--- src/rtl/dict_builder_if.sv ---
// Byte-wide memory block port shared by the dictionary walker and writer.
// The builder drives the address, write strobe and write data.
interface mb8_io #(
    parameter int ASZ = 17,
    parameter int DSZ = 8
);
    logic [ASZ-1:0] ai;
    logic           we;
    logic [DSZ-1:0] vi;

    modport master (output ai, output we, output vi);
    modport slave  (input ai, input we, input vi);
endinterface

--- src/rtl/dict_builder.sv ---
// Dictionary header writer: parses the next blank-delimited TIB name and
// lays down link/len/name at HERE in the finder's byte format.
module dict_builder #(
    parameter int DSZ    = 8,
    parameter int ASZ    = 17,
    parameter int MAXLEN = 31
) (
    input  logic            clk,
    input  logic            rst_n,
    mb8_io.master           mb_if,
    input  logic            en,
    input  logic [ASZ-1:0]  here,
    input  logic [15:0]     ctx,
    input  logic [ASZ-1:0]  tib,
    input  logic [DSZ-1:0]  vw,
    output logic            bsy,
    output logic            err,
    output logic [ASZ-1:0]  tib_o,
    output logic [ASZ-1:0]  here_o,
    output logic [15:0]     ctx_o
);
    typedef enum logic [2:0] {
        IDL, RD, CHK, WR, LEN, LK0, LK1, DON
    } state_t;

    state_t         r_st;
    state_t         w_nxt;
    logic [ASZ-1:0] r_base;
    logic [ASZ-1:0] r_a1;
    logic [ASZ-1:0] r_tib_o;
    logic [ASZ-1:0] r_here_o;
    logic [15:0]    r_link;
    logic [15:0]    r_ctx_o;
    logic [5:0]     r_n;
    logic [DSZ-1:0] r_ch;
    logic           r_bsy;
    logic           r_err;

    logic           w_sp;
    logic           w_nul;
    logic           w_nz;
    logic           w_full;
    logic [ASZ-1:0] w_end;
    logic [ASZ-1:0] w_ai;
    logic           w_we;
    logic [DSZ-1:0] w_vi;

    assign w_sp   = (vw == DSZ'(8'h20));
    assign w_nul  = (vw == '0);
    assign w_nz   = (r_n != '0);
    assign w_full = (r_n == 6'(MAXLEN));
    // First free byte after the name; also the committed HERE.
    assign w_end  = r_base + ASZ'(r_n) + ASZ'(3);

    always_ff @(posedge clk or negedge rst_n) begin
        if (!rst_n) r_st <= IDL;
        else        r_st <= w_nxt;
    end

    always_comb begin
        w_nxt = r_st;
        w_ai  = r_a1;
        w_we  = 1'b0;
        w_vi  = r_ch;
        unique case (r_st)
            IDL: if (en) w_nxt = here[ASZ-1] ? DON : RD;
            RD:  w_nxt = CHK;
            CHK: begin
                unique case (1'b1)
                    w_sp && !w_nz:          w_nxt = RD;
                    (w_sp || w_nul) && w_nz: w_nxt = LEN;
                    w_nul && !w_nz:         w_nxt = DON;
                    default:                w_nxt = w_full ? DON : WR;
                endcase
            end
            WR: begin
                w_ai  = w_end;
                w_vi  = r_ch;
                w_we  = 1'b1;
                w_nxt = RD;
            end
            LEN: begin
                w_ai  = r_base + ASZ'(2);
                w_vi  = DSZ'(r_n);
                w_we  = 1'b1;
                w_nxt = LK0;
            end
            LK0: begin
                w_ai  = r_base;
                w_vi  = DSZ'(r_link[7:0]);
                w_we  = 1'b1;
                w_nxt = LK1;
            end
            LK1: begin
                w_ai  = r_base + ASZ'(1);
                w_vi  = DSZ'(r_link[15:8]);
                w_we  = 1'b1;
                w_nxt = DON;
            end
            DON:     w_nxt = IDL;
            default: w_nxt = IDL;
        endcase
    end

    always_ff @(posedge clk or negedge rst_n) begin
        if (!rst_n) begin
            r_base   <= '0;
            r_a1     <= '0;
            r_link   <= '0;
            r_n      <= '0;
            r_ch     <= '0;
            r_bsy    <= 1'b0;
            r_err    <= 1'b0;
            r_tib_o  <= '0;
            r_here_o <= '0;
            r_ctx_o  <= 16'hffff;
        end else begin
            unique case (r_st)
                IDL: begin
                    if (en) begin
                        r_base <= here;
                        r_link <= ctx;
                        r_a1   <= tib;
                        r_n    <= '0;
                        r_bsy  <= 1'b1;
                        r_err  <= here[ASZ-1];
                    end
                end
                CHK: begin
                    if (w_nxt == RD)                   r_a1    <= r_a1 + ASZ'(1);
                    if (w_nxt == LEN || w_nxt == DON)  r_tib_o <= r_a1;
                    if (w_nxt == DON)                  r_err   <= 1'b1;
                    if (w_nxt == WR)                   r_ch    <= vw;
                end
                WR: begin
                    r_n  <= r_n + 6'd1;
                    r_a1 <= r_a1 + ASZ'(1);
                end
                DON: begin
                    r_bsy <= 1'b0;
                    if (!r_err) begin
                        r_ctx_o  <= r_base[15:0];
                        r_here_o <= w_end;
                    end
                end
                default: ;
            endcase
        end
    end

    assign mb_if.ai = w_ai;
    assign mb_if.we = w_we;
    assign mb_if.vi = w_vi;
    assign bsy      = r_bsy;
    assign err      = r_err;
    assign tib_o    = r_tib_o;
    assign here_o   = r_here_o;
    assign ctx_o    = r_ctx_o;
endmodule
--- src/flat_wrapper.sv ---
// flat-port wrapper written by rule: the top's interface ports become plain ports
module dict_builder_flat 
#(
    parameter int DSZ    = 8,
    parameter int ASZ    = 17,
    parameter int MAXLEN = 31
)
  (clk, rst_n, en, here, ctx, tib, vw, bsy, err, tib_o, here_o, ctx_o, mb_if_ai, mb_if_we, mb_if_vi);
  mb8_io #(.ASZ(ASZ), .DSZ(DSZ)) mb_if_i ();
  input  logic clk;
  input  logic rst_n;
  input  logic en;
  input  logic [ASZ-1:0] here;
  input  logic [15:0] ctx;
  input  logic [ASZ-1:0] tib;
  input  logic [DSZ-1:0] vw;
  output logic bsy;
  output logic err;
  output logic [ASZ-1:0] tib_o;
  output logic [ASZ-1:0] here_o;
  output logic [15:0] ctx_o;
  output wire logic [$bits(mb_if_i.ai)-1:0] mb_if_ai;
  output wire logic [$bits(mb_if_i.we)-1:0] mb_if_we;
  output wire logic [$bits(mb_if_i.vi)-1:0] mb_if_vi;
  assign mb_if_ai = mb_if_i.ai;
  assign mb_if_we = mb_if_i.we;
  assign mb_if_vi = mb_if_i.vi;
  dict_builder #(.DSZ(DSZ), .ASZ(ASZ), .MAXLEN(MAXLEN)) u_core (.clk(clk), .rst_n(rst_n), .mb_if(mb_if_i), .en(en), .here(here), .ctx(ctx), .tib(tib), .vw(vw), .bsy(bsy), .err(err), .tib_o(tib_o), .here_o(here_o), .ctx_o(ctx_o));
endmodule
--- config.mk ---
export PLATFORM = sky130hd
export DESIGN_NAME = dict_builder_flat
export DESIGN_NICKNAME = d
export VERILOG_FILES = /design/src/rtl/dict_builder_if.sv /design/src/rtl/dict_builder.sv /design/src/flat_wrapper.sv
export SDC_FILE = /design/constraint.sdc
export NUM_CORES = 1
export LEC_CHECK = 0
export ABC_AREA = 1
export BUFFER_PORTS_ARGS = -buffer_cell sky130_fd_sc_hd__buf_4
export CAP_MARGIN = 20
export CELL_PAD_IN_SITES_DETAIL_PLACEMENT = 1
export CELL_PAD_IN_SITES_GLOBAL_PLACEMENT = 2
export CORE_MARGIN = 2
export CORE_UTILIZATION = 33
export DETAILED_ROUTE_END_ITERATION = 12
export PLACE_DENSITY = 0.92
export SLEW_MARGIN = 20
export SYNTH_ARGS = -nofsm -noshare
export SYNTH_HDL_FRONTEND = slang
export SYNTH_SLANG_ARGS = --single-unit
--- constraint.sdc ---
create_clock -name clk -period 3.8 [get_ports clk]
set_input_delay 0.38 -clock clk [delete_from_list [all_inputs] [get_ports clk]]
set_output_delay 0.38 -clock clk [all_outputs]
set_load 0.02 [all_outputs]
Yosys cells after proc, flatten, opt, wreduce, memory -nomap -nowiden
Cells that the tools add are included.

Add/subtract/negate cells: 6. Reductions and logical operators: 22. Bitwise gates (word level): 1. Eq/ne operators: 16. Multiplexer cells: 18.

Operators with widths (count): $pmux W17 S4 (1); $pmux W17 S3 (1); $add A17 B1 Y17 const B (2); $add A17 B2 Y17 const B (2); $mux W17 (2); $pmux W3 S8 (1); $pmux W8 S3 (1); $eq A3 B3 Y1 const B (6); $add A17 B6 Y17 (1); $pmux W6 S2 (1); $reduce_and A2 Y1 (6); $eq A3 B2 Y1 const B (3); $mux W3 (3); $pmux W3 S3 (1); $eq A8 B6 Y1 const B (1); $logic_not A8 Y1 (1); $add A6 B1 Y6 const B (1); $eq A3 B1 Y1 const B (2); $eq A6 B5 Y1 const B (1); $mux W6 (1); $reduce_and A3 Y1 (2); $reduce_bool A2 Y1 (3); $reduce_bool A6 Y1 (1); $mux W1 (4); other kinds (10) (15).

Bits in registers: 119. Output and inout bits: 78.

Depth between registers and ports, before layout
Depth in word-level cells: 8. Gate-level depth with buffers: 15. Gate-level depth less buffers: 15.

Worst setup path after synthesis
No wires, ideal clock.

Path kind: register -> output. Start: reg u_core.r_base[1]. End: out mb_if_ai[11]. Path slack: 1017 ps. Required time: 3420 ps. Stages on the path, launching flop included: 14. Arrival time: 2403 ps. Cell sequence: dfrtp_1 > inv_1 > ha_1 > inv_1 > ha_1 > fa_1 > nand3_1 > nand3_1 > nand2_1 > nand2_1 > nand2_1 > xor2_1 > nand2_1 > a22oi_1.

Longest elaborated chain between the ends: 3.

Ends and longest elaborated chain: start: declaration (line dict_builder.sv:28) `logic [ASZ-1:0] r_base;`; start signal: assignment (line dict_builder.sv:121) `r_base <= here;`; $add A17 B6 Y17 (line dict_builder.sv:53) `assign w_end = r_base + ASZ'(r_n) + ASZ'(3);`; $add A17 B2 Y17 (line dict_builder.sv:53); $pmux W17 S4 * (line dict_builder.sv:65) `unique case (r_st)`; end: declaration (line flat_wrapper.sv:22) `output wire logic [$bits(mb_if_i.ai)-1:0] mb_if_ai;`.

Mark *: on every way between the ends. The rest lies on a longest branch, timed or not.

Worst setup path after layout
Same ends and word-level chain as after synthesis.

==> flow_summary.yaml <==
pwr:
  p_per_area_mw_per_mm2: 946
  power_leakage_uw: 0.00448
  ir_drop_v: 0.000428
global_routing:
  grt_pass1_wl_mm: 38.0
  antenna_found_initial: 0
  overflow: 0
  track_usage: 0.221
  grt_pass1_vias: 7279
  grt_max_degree: 52
synth:
  synth_ff_type: "dfrtp_1"
  yosys_warnings: 0
  async_flop_share: 1.00
  seq_area_frac_synth: 0.430
  synth_edf_count: 0
  syn_nets: 1035
  syn_inst: 956
  postSynthAreaPerCell_um2: 7.28
  netlist_area_mm2: 0.00696
  yosysUniqueCellTypes: 44
  ys_ff_latch: 119
worst_setup_path:
  worstPathArrival_ns: 3.09
  crit_path_end_kind: "output pin"
  r2r-end: "u_core.tib_o[9]"
  worstSetupStartpointType: "flip-flop"
  required_ns: 3.42
  worstPathMaxFanout: 5
  path_class: "flip-flop to output pin"
  timing.rr.start: "u_core.r_st[2]"
  r2r_slack_ns: 1.23
  r2r_cells: 7
finish:
  drive_above_1_share: 0.199
  syn2layout_area_growth_pct: 27.5
  antenna_cells: 0
  layout_commonest_cell: "nand2_1"
  fin_nets: 1172
  layout_common_cells: "351 x nand2_1, 146 x buf_4, 102 x dfrtp_1"
clock_tree:
  clockBufferDepth: 2
  h-tree-depth: 4
  clk_latency_ns: 0.43
  cts_made_buffers: 17
  clock_sinks: 119
  cts-root-buf: "clkbuf_16"
  path_clk_slew_ns: 0.05
  post_cts_buffers: 0
  cts_tree: "yes"
detailed_routing:
  initialDrtViolationCount: 285
  via_count: 6967
  remaining_drc_errors: 0
  wirelength_mm: 23.7
  wl_per_cell_um: 17.2
  via_per_inst: 5.04
  ant_nets: 0
  drt_pass1_iterations: 4
floorplanning:
  io_pins: 139
  die_y_um: 149
  die_area_mm2: 0.0223
  fp.coreArea_mm2: 0.0209
  start_util: 0.333
  rows: 53
  fp.dieW_um: 149
run_status:
  violations: "negative hold slack"
  run_status: "finished, violations left"
worst_hold_path:
  hp-class: "input port to asynchronous set/reset pin"
timing:
  period_share: 0.913
  fmax_mhz: 288
  totalNegativeSetupSlack_ns: 0
  rsz0062_at_grt: "false"
  slew_headroom: 0.419
  holdWs_ns: -0.00715
  tightest_slew_ns: 0.871
  finClkSkew_ns: 0.0110
  hold_viol: 6
  finalCriticalPeriod_ns: 3.47
  setup-violations-final: 0
  slew_violations: 0
job:
  maxCapViolCount: 0
placement:
  place_congestion: 0.890
  dp_hpwl_mm: 17.7
  portBuffers: 138
## sequential cells by signal, summed over array words and instances, names as in the netlist
name,flops
u_core.tib_o,17
u_core.r_base,17
u_core.bsy,1
u_core.r_a1,17
u_core.err,1
u_core.here_o,17
u_core.r_link,16
u_core.r_n,6
u_core.r_ch,8
u_core.r_st,3
u_core.ctx_o,16
## layer usage
metal,global-route usage,part of all wire
met1,0.277,0.44
met2,0.368,0.49
met3,0.0465,0.044
met4,0.0957,0.033
met5,0,0
## synthesized netlist by cell type (2+ instances only)
| master | count | share of area |
|---|---|---|
| nand2_1 | 351 | 0.19 |
| dfrtp_1 | 103 | 0.37 |
| o21ai_0 | 96 | 0.069 |
| inv_1 | 84 | 0.045 |
| nand3_1 | 67 | 0.048 |
| nor2_1 | 59 | 0.032 |
| clkbuf_1 | 24 | 0.013 |
| xor2_1 | 23 | 0.029 |
| a21oi_1 | 22 | 0.016 |
| ha_1 | 17 | 0.031 |
| dfstp_2 | 16 | 0.060 |
| nor3_1 | 13 | 0.0093 |
| nand4_1 | 10 | 0.0090 |
| o2111ai_1 | 9 | 0.011 |
| o22ai_1 | 7 | 0.0063 |
| nand2_2 | 6 | 0.0054 |
| buf_2 | 4 | 0.0029 |
| inv_2 | 4 | 0.0022 |
| o211ai_1 | 4 | 0.0043 |
| nor2_4 | 3 | 0.0049 |
| o21ai_1 | 3 | 0.0022 |
| a22oi_1 | 2 | 0.0022 |
| a31oi_1 | 2 | 0.0018 |
| mux2_2 | 2 | 0.0032 |
| nand2_4 | 2 | 0.0032 |
| nand3_2 | 2 | 0.0029 |
| nor2_2 | 2 | 0.0018 |
| o31ai_1 | 2 | 0.0022 |
| or2_2 | 2 | 0.0018 |
## through the flow
step                total power (µW)  instances  utilization  area (µm²)  worst slack [ns]
floorplan                       5070        956            -        6960              1.02
global placement                6770       1349        0.398        8320             0.753
detailed placement              6880       1349        0.398        8320             0.685
CTS                             8460       1381        0.425        8870             0.195
global route                    9030       1381        0.425        8880            0.0420
finish                          8390       1381        0.425        8880             0.331
## critical path, stage by stage (launching register included)
cell,delay (ns)
dfrtp_2,0.40
inv_1,0.10
ha_1,0.28
inv_1,0.04
ha_1,0.22
fa_1,0.43
nand3_1,0.11
nand3_1,0.10
nand2_1,0.08
nand2_1,0.12
nand2_1,0.11
xor2_1,0.19
nand2_1,0.09
a22oi_2,0.21
buf_4,0.18
## layout make-up
class | count | area [µm²]
Fill cell | 2593 | 12000
Multi-Input combinational cell | 718 | 3510
Sequential cell | 119 | 3000
Timing Repair Buffer | 148 | 1140
Clock buffer | 23 | 478
Tap cell | 275 | 344
Inverter | 89 | 334
Clock inverter | 9 | 77.6
## cells by family after synthesis
logic type / count (synthesis) / synth area share
buf+inv: 119 / 0.0665
compound gates: 154 / 0.125
simple gates: 519 / 0.310
xor+xnor: 24 / 0.0302
flops: 119 / 0.430
mux: 3 / 0.00485
fa+ha+maj: 18 / 0.0334
## where the power goes
group	switching [µW]	total, µW	internal [µW]
clock	591	1530	943
sequential	535	2410	1870
combinational	2890	4450	1560
## timing repair
action,4_1_cts,5_1_grt
endpoints found under the setup margin,0,1
hold buffers,0,0
resized for setup,0,2
## worst max path at each step
stage / start / slack, ns / to
final: u_core.r_base[1] / 0.33 / mb_if_ai[11]
after global routing: u_core.r_base[1] / 0.04 / mb_if_ai[11]
after CTS: u_core.r_base[1] / 0.20 / mb_if_ai[11]
after detailed placement: u_core.r_base[1] / 0.69 / mb_if_ai[11]
after global placement: u_core.r_base[1] / 0.75 / mb_if_ai[11]
after floorplan: u_core.r_base[1] / 1.02 / mb_if_ai[11]
(Power assumes the default switching activity.)
